File: src/rtl/xadc_sample_avg.sv
// XADC DRP reader with boxcar averaging of 2^AVG_LOG2 results and a
// valid/ready output register carrying each completed average.
module xadc_sample_avg #(
  parameter logic [4:0]  CHANNEL     = 5'h03,
  parameter int unsigned AVG_LOG2    = 2,
  parameter int unsigned DRP_TIMEOUT = 31
) (
  input  logic        clk,
  input  logic        rst,
  input  logic        eoc_in,
  input  logic [4:0]  channel_in,
  output logic        den_out,
  output logic [6:0]  daddr_out,
  input  logic        drdy_in,
  input  logic [15:0] do_in,
  output logic [11:0] sample_out,
  output logic        sample_valid,
  input  logic        sample_ready,
  output logic        overrun,
  output logic        timeout_err
);

  localparam int unsigned ACC_W  = 12 + AVG_LOG2;
  localparam int unsigned CNT_W  = AVG_LOG2 + 1;
  localparam int unsigned TCNT_W = (DRP_TIMEOUT < 1) ? 1 : $clog2(DRP_TIMEOUT + 1);

  typedef enum logic {IDLE, WAIT_RDY} state_t;

  state_t              state, state_nxt;
  logic                trigger, take, abandon;
  logic [TCNT_W-1:0]   tcnt;
  logic [ACC_W-1:0]    acc, sum, avg_full;
  logic [CNT_W-1:0]    count;
  logic                last, new_result;
  logic                unused_bits;

  assign daddr_out   = {2'b00, CHANNEL};
  assign unused_bits = ^do_in[3:0];

  assign sum        = acc + ACC_W'(do_in[15:4]);
  assign avg_full   = sum >> AVG_LOG2;
  assign last       = (count == CNT_W'((1 << AVG_LOG2) - 1));
  assign new_result = take && last;

  always_ff @(posedge clk or negedge rst) begin
    if (!rst) state <= IDLE;
    else      state <= state_nxt;
  end

  always_comb begin
    state_nxt = state;
    trigger   = 1'b0;
    take      = 1'b0;
    abandon   = 1'b0;
    case (state)
      IDLE: begin
        if (eoc_in && (channel_in == CHANNEL)) begin
          trigger   = 1'b1;
          state_nxt = WAIT_RDY;
        end
      end
      WAIT_RDY: begin
        if (drdy_in) begin
          take      = 1'b1;
          state_nxt = IDLE;
        end else if (tcnt == TCNT_W'(DRP_TIMEOUT)) begin
          abandon   = 1'b1;
          state_nxt = IDLE;
        end
      end
      default: state_nxt = IDLE;
    endcase
  end

  always_ff @(posedge clk or negedge rst) begin
    if (!rst) begin
      den_out      <= 1'b0;
      timeout_err  <= 1'b0;
      overrun      <= 1'b0;
      tcnt         <= '0;
      acc          <= '0;
      count        <= '0;
      sample_out   <= '0;
      sample_valid <= 1'b0;
    end else begin
      den_out     <= trigger;
      timeout_err <= abandon;
      overrun     <= new_result && sample_valid && !sample_ready;

      if (trigger)
        tcnt <= '0;
      else if ((state == WAIT_RDY) && !drdy_in && !abandon)
        tcnt <= tcnt + TCNT_W'(1);

      if (take) begin
        if (last) begin
          acc   <= '0;
          count <= '0;
        end else begin
          acc   <= sum;
          count <= count + CNT_W'(1);
        end
      end

      // Output register runs independently of the FSM; a new average always wins
      if (new_result) begin
        sample_out   <= avg_full[11:0];
        sample_valid <= 1'b1;
      end else if (sample_valid && sample_ready) begin
        sample_valid <= 1'b0;
      end
    end
  end

endmodule

File: config.mk
export PLATFORM = sky130hd
export DESIGN_NAME = xadc_sample_avg
export DESIGN_NICKNAME = d
export VERILOG_FILES = /design/src/rtl/xadc_sample_avg.sv
export SDC_FILE = /design/constraint.sdc
export NUM_CORES = 1
export LEC_CHECK = 0
export BUFFER_PORTS_ARGS = -buffer_cell sky130_fd_sc_hd__buf_4
export CORE_UTILIZATION = 49
export DETAILED_ROUTE_END_ITERATION = 7
export PLACE_DENSITY = 0.73
export SLEW_MARGIN = 20
export SYNTH_ARGS = -nofsm -noshare
export SYNTH_HDL_FRONTEND = slang
export SYNTH_SLANG_ARGS = --single-unit
File: constraint.sdc
create_clock -name clk -period 2.5 [get_ports clk]
set_input_delay 0.5 -clock clk [delete_from_list [all_inputs] [get_ports clk]]
set_output_delay 0.5 -clock clk [all_outputs]
set_load 0.1 [all_outputs]
==> results of run 1 <==
## layer usage
metal	global-route usage [%]	share of wire (%)
met2	30.5	47
met3	4.50	4.3
met4	8.33	2.0
met5	0	0
met1	23.8	46
## worst max-delay path: stages, from the launching register on
cell	delay [ns]
dfrtp_1	0.35
ha_1	0.16
inv_1	0.05
fa_1	0.44
nor2b_4	0.16
nor3_2	0.06
o21ai_2	0.24
a31oi_1	0.15
xnor2_1	0.16
mux2_2	0.26
## registers in the layout, indices dropped and copies added (netlist names)
name          cells
state             1
timeout_err       1
sample_out       12
overrun           1
acc              14
den_out           1
sample_valid      1
count             3
tcnt              5
## kinds of logic (layout without fill, tap and decap cells)
group,after synthesis,count (layout),share of synthesized area (%)
xor+xnor,15,15,6.09
simple gates,51,51,13.3
fa+ha+maj,16,16,9.62
buf+inv,18,53,4.46
compound gates,44,44,14.3
other cells,2,7,0.348
flops,39,39,45.2
mux,13,13,6.67
## metrics by stage
stage | area [sq um] | std cells | power [mW] | hold WS [ns] | utilization [%]
after floorplan | 2180 | 203 | 1.54 | 0.204 | -
after global placement | 2460 | 280 | 1.69 | 0.475 | 59.7
after detailed placement | 2460 | 280 | 1.70 | 0.487 | 59.7
after CTS | 2540 | 288 | 2.13 | 0.187 | 61.7
after global routing | 2540 | 288 | 2.28 | 0.210 | 61.7
final | 2540 | 288 | 2.11 | 0.173 | 61.7
## cell type report
type / count / area share (%)
Multi-Input combinational cell: 146 / 43.5
Timing Repair Buffer: 39 / 11.5
Clock buffer: 7 / 3.00
Sequential cell: 39 / 38.4
Tap cell: 50 / 2.46
Clock inverter: 1 / 0.197
Inverter: 6 / 0.887
## cells in the mapped netlist, types with 2 or more instances
cell,count
inv_1,6
xnor2_1,9
buf_4,7
a22o_1,11
clkbuf_1,3
nand3_1,6
dfrtp_1,39
a21oi_1,12
ha_1,15
xor2_1,6
nand2_1,14
a31oi_1,4
buf_2,2
mux2_2,11
nor2_1,12
conb_1,2
mux2i_1,2
a21o_1,2
o21ai_0,5
and3_1,2
## final timing paths
kind	cells after the start	endpoint	slack (ns)
worst max-delay path	9	sample_out[8]	0.36
worst min-delay path	1	sample_out[0]	0.17
worst max register to register	9	sample_out[8]	0.36
worst min register to register	2	sample_out[11]	0.50
max in group asynchronous	1	sample_valid	1.99
min in group clk	2	den_out	0.40
## power by group through the flow
stage / sequential, mW / combinational (mW) / clock (mW)
final: 0.805 / 0.890 / 0.415
after global routing: 0.819 / 1.01 / 0.454
after CTS: 0.804 / 0.894 / 0.432
after detailed placement: 0.815 / 0.889 / 0
after global placement: 0.813 / 0.876 / 0
after floorplan: 0.801 / 0.742 / 0
==> impl_metrics.csv, run 1 <==
group,metric,value,unit
route,vias,1539,
clocking,numCtsBuffers,5,
cells_and_area,area_growth,17.7,%
worst_setup_path,reg2reg_from,"acc[0]",
sta,skew,0.00462,ns
yosys,synth_area_per_cell,10.9,sq um
sta,rsz0062_at_grt,"no",
worst_setup_path,worst-path-max-fanout,4,
outcome,outcome,"complete, no violations",
yosys,synth_top_area_share,45.2,%
sta,layout_min_cycle_time,2.14,ns
pwr,p_clk_share,19.7,%
pwr,internal-power,1.33,mW
cells_and_area,nets,279,
yosys,synth-seq-area-share,45.2,%
die,num_rows,23,
pwr,cellLeakagePower,1.30,nW
die,core,4120,sq um
route,first_iter_violations,90,
placed_design,dp_hpwl,2740,um
yosys,ys_async_sr_fraction,100,%
sta,hold_viol,0,
yosys,ys.flop_type,"dfrtp_1",
clocking,clk_pin_slew,0.07,ns
clocking,cts_max_path_buffers,2,
cells_and_area,fill_cells,347,
route,drcViolationCount,0,
cells_and_area,n_antenna_cell,0,
clocking,cts_tree,"done",
die,dieWidth,68.4,um
yosys,synth_cell_types,48,
yosys,yosysWarnings,0,
worst_setup_path,crit_arrival,2.31,ns
placed_design,gp_congestion,0.842,
sta,setup_slack,0.365,ns
die,start_util,52.4,%
flow_run,drv_cap,0,
global_route,grt_pass1_vias,1454,
die,ios,49,
clocking,cts.sinks,39,
pwr,peakVddDrop,0.000452,V
clocking,htreeDepth,2,
die,dieHeight,68.4,um
route,via_per_inst,5.34,
sta,setup_viol,0,
hold_path,min_path_type,"in2async",
yosys,synth_edf_count,0,
pwr,p_comb_share,42.2,%
clocking,cts_resized,0,
clocking,cts_setup_buffers,0,
clocking,hold_buffers,0,
cells_and_area,multi_input_area,1100,sq um
sta,final_max_slew_viol_count,0,
global_route,globalRouteOverflowTotal,0,
cells_and_area,layout_common_cells,"dfrtp_1 (39), buf_4 (39), ha_1 (15)",
global_route,grt_pass1_wl,6420,um
worst_setup_path,startpoint_type,"flip-flop",
clocking,insertion_delay,0.29,ns
worst_setup_path,worstSetupEndpointType,"flip-flop",
pwr,sequentialPowerShare,38.1,%
cells_and_area,regArea,976,sq um
worst_setup_path,criticalPathCategory,"reg2reg",
cells_and_area,drive_above_1_share,28.2,%
sta,fmax,468,MHz
sta,tns,0,ns
route,avgRoutedWirePerCell,13.4,um
yosys,ys_ff_latch,39,
die,dieArea,4670,sq um
route,ant_nets,0,
worst_setup_path,critical_path.startpoint,"acc[0]",
yosys,synth_area_leaders,"dfrtp_1 (45%), ha_1 (8.7%), mux2_2 (5.7%)",
placed_design,io_buffers,37,
pwr,p_switching,778,uW
yosys,yosysTopAreaCell,"dfrtp_1",
global_route,grt_max_degree,40,
clocking,cts_root_buf,"clkbuf_8",
worst_setup_path,required,2.68,ns
global_route,antenna_found_initial,0,
global_route,grtUsageTotal,18.9,%
yosys,syn_inst,198,
yosys,syn_area,2160,sq um
pwr,swShare,36.9,%
route,drt_first_pass_iters,4,
sta,finalCritPeriodShare,85.4,%
placed_design,dp_worst_setup_slack,0.133,ns
pwr,p_per_area,831,nW/um^2
route,wl,3850,um
No activity file was read; power rests on OpenSTA's default activity.
==> run 2, diff against run 1 <==
Settings changed: CELL_PAD_IN_SITES_DETAIL_PLACEMENT set to 0, CELL_PAD_IN_SITES_GLOBAL_PLACEMENT set to 2, CORE_UTILIZATION 49 to 34, PLACE_DENSITY 0.73 to unset, PLACE_DENSITY_LB_ADDON set to 0.1.
==> run 2 against run 1 <==
Compared with the run above: global-route usage decreased by 3.9 points; sequential power about the same; worst setup slack got worse by 0.025 ns; critical endpoint unchanged.
==> impl_metrics.csv, run 2 (synthesis gave the netlist of run 1 again) <==
group,metric,value,unit
outcome,outcome,"complete, no violations",
die,dieArea,6670,sq um
worst_setup_path,cp_slowest_cell,"fa_1",
global_route,grtUsageTotal,15.0,%
sta,worst_slew_pin_slew,0.514,ns
cells_and_area,largestRegisters,"acc x14, sample_out x12, tcnt x5",
die,dieHeight,81.7,um
route,via_per_inst,5.02,
global_route,grt_pass1_vias,1631,
global_route,antenna_found_initial,0,
die,core,6030,sq um
route,routed-wl-met2,2200,um
pwr,peakVddDrop,0.000330,V
pwr,p_clk_share,19.6,%
cells_and_area,fill_cells,612,
die,dieWidth,81.7,um
worst_setup_path,path_cells,"ha_1 > inv_1 > fa_1 > nor2b_4 > nor3_2 > o21ai_2 > a31oi_1 > xnor2_1 > mux2_2",
clocking,cts_resized,0,
cells_and_area,largest_reg_flops,14,
clocking,numCtsBuffers,5,
sta,finalCritPeriodShare,86.4,%
global_route,grt_pass1_wl,7420,um
die,num_rows,28,
route,drcViolationCount,0,
clocking,cts_max_path_buffers,2,
cells_and_area,fin_util,42.7,%
route,avgRoutedWirePerCell,14.3,um
route,drt_first_pass_iters,4,
cells_and_area,area_growth,19.2,%
die,ios,49,
pwr,p_switching,793,uW
placed_design,dp.cells,305,
pwr,p_per_area,824,nW/um^2
clocking,clk_pin_slew,0.08,ns
global_route,globalRouteOverflowTotal,0,
route,vias,1572,
placed_design,io_buffers,37,
worst_setup_path,max_stage_delay,0.44,ns
route,wl,4470,um
sta,fmax,463,MHz
clocking,cts_root_buf,"clkbuf_8",
worst_setup_path,startpoint_type,"flip-flop",
sta,rsz0062_at_grt,"no",
worst_setup_path,worstSetupEndpointType,"flip-flop",
pwr,cellLeakagePower,1.31,nW
placed_design,dp_hpwl,3270,um
sta,timing.slew.headroom,65.7,%
clocking,htreeDepth,2,
cells_and_area,regMostFlops,"acc",
global_route,grt_max_degree,40,
die,start_util,35.8,%
worst_setup_path,worst-path-max-fanout,4,
flow_run,drv_cap,0,
cells_and_area,multi_input_area,1100,sq um
pwr,sequentialPowerShare,37.9,%
sta,tns,0,ns
clocking,cts.sinks,39,
worst_setup_path,crit_arrival,2.33,ns
cells_and_area,n_antenna_cell,0,
cells_and_area,final_cells,313,
cells_and_area,drive_above_1_share,29.0,%
sta,final_max_slew_viol_count,0,
pwr,swShare,37.4,%
hold_path,min_path_type,"in2async",
clocking,hold_buffers,0,
route,wl_met3,157,um
sta,setup_viol,0,
clocking,cts_setup_buffers,0,
route,ant_nets,0,
worst_setup_path,required,2.67,ns
route,topRoutingLayerUsed,"met4",
cells_and_area,nets,279,
route,first_iter_violations,57,
sta,skew,0.00345,ns
sta,layout_min_cycle_time,2.16,ns
sta,hold_viol,0,
cells_and_area,layout_common_cells,"dfrtp_1 (39), buf_4 (39), ha_1 (15)",
route,met1Wirelength,2060,um
cells_and_area,regArea,976,sq um
placed_design,gp_congestion,0.745,
clocking,cts_tree,"done",
worst_setup_path,criticalPathCategory,"reg2reg",
pwr,p_comb_share,42.5,%
pwr,internal-power,1.33,mW
clocking,insertion_delay,0.29,ns
[run 2: cell count changes in the layout (fill, tap and decap cells not counted)]
| cell | before | now |
|---|---|---|
| clkinv_2 | 1 | 3 |
| clkbuf_1 | 2 | 0 |
[run 2: power groups by stage]
stage,Sequential [mW],Clock [mW],Combinational (mW)
after floorplan,0.801,0,0.742
after global placement,0.814,0,0.897
after detailed placement,0.817,0,0.914
after CTS,0.804,0.441,0.919
after global routing,0.816,0.464,1.03
final,0.804,0.415,0.901
[run 2: worst paths after layout]
kind                                start        endpoint  slack, ns  depth (start not counted)
max                                acc[0]   sample_out[8]       0.34                          9
min                                   rst   sample_out[4]       0.18                          1
min reg2reg                sample_out[11]  sample_out[11]       0.50                          2
max in group asynchronous             rst         acc[10]       1.96                          1
min in group clk            channel_in[3]         den_out       0.40                          2
max reg2reg                        acc[0]   sample_out[8]       0.34                          9
[run 2: layout make-up]
type / count / area share [%]
clock buffer: 5 / 2.67
clock inverter: 3 / 0.583
inverter: 6 / 0.875
multi-input combinational: 146 / 42.9
sequential: 39 / 37.9
tap: 75 / 3.65
timing repair buffer: 39 / 11.4
[run 2: per-stage QoR]
step | worst slack (ns) | hold WS (ns) | area [sq um] | power, mW
after detailed placement | 0.0683 | 0.494 | 2490 | 1.73
after global routing | 0.159 | 0.214 | 2570 | 2.30
after global placement | 0.105 | 0.486 | 2490 | 1.71
after floorplan | 0.387 | 0.204 | 2180 | 1.54
after CTS | 0.309 | 0.195 | 2570 | 2.16
final | 0.340 | 0.180 | 2570 | 2.12
[run 2: per-layer routing]
layer	vias to the layer above	track usage (%)
met4	0	5.26
met2	32	25.7
met3	4	3.67
li1	770	-
met1	766	18.2
met5	-	0
[run 2: worst max-delay path: cells and delay by family, from the launching register on]
family                     cells  cell delay, ns
DFF                            1            0.35
adders and majority gates      2            0.62
xor gates and xnor gates       1            0.16
muxes                          1            0.27
and+or+nand+nor                2            0.20
buffers and inverters          1            0.06
AOI/OAI and AO/OA              2            0.40
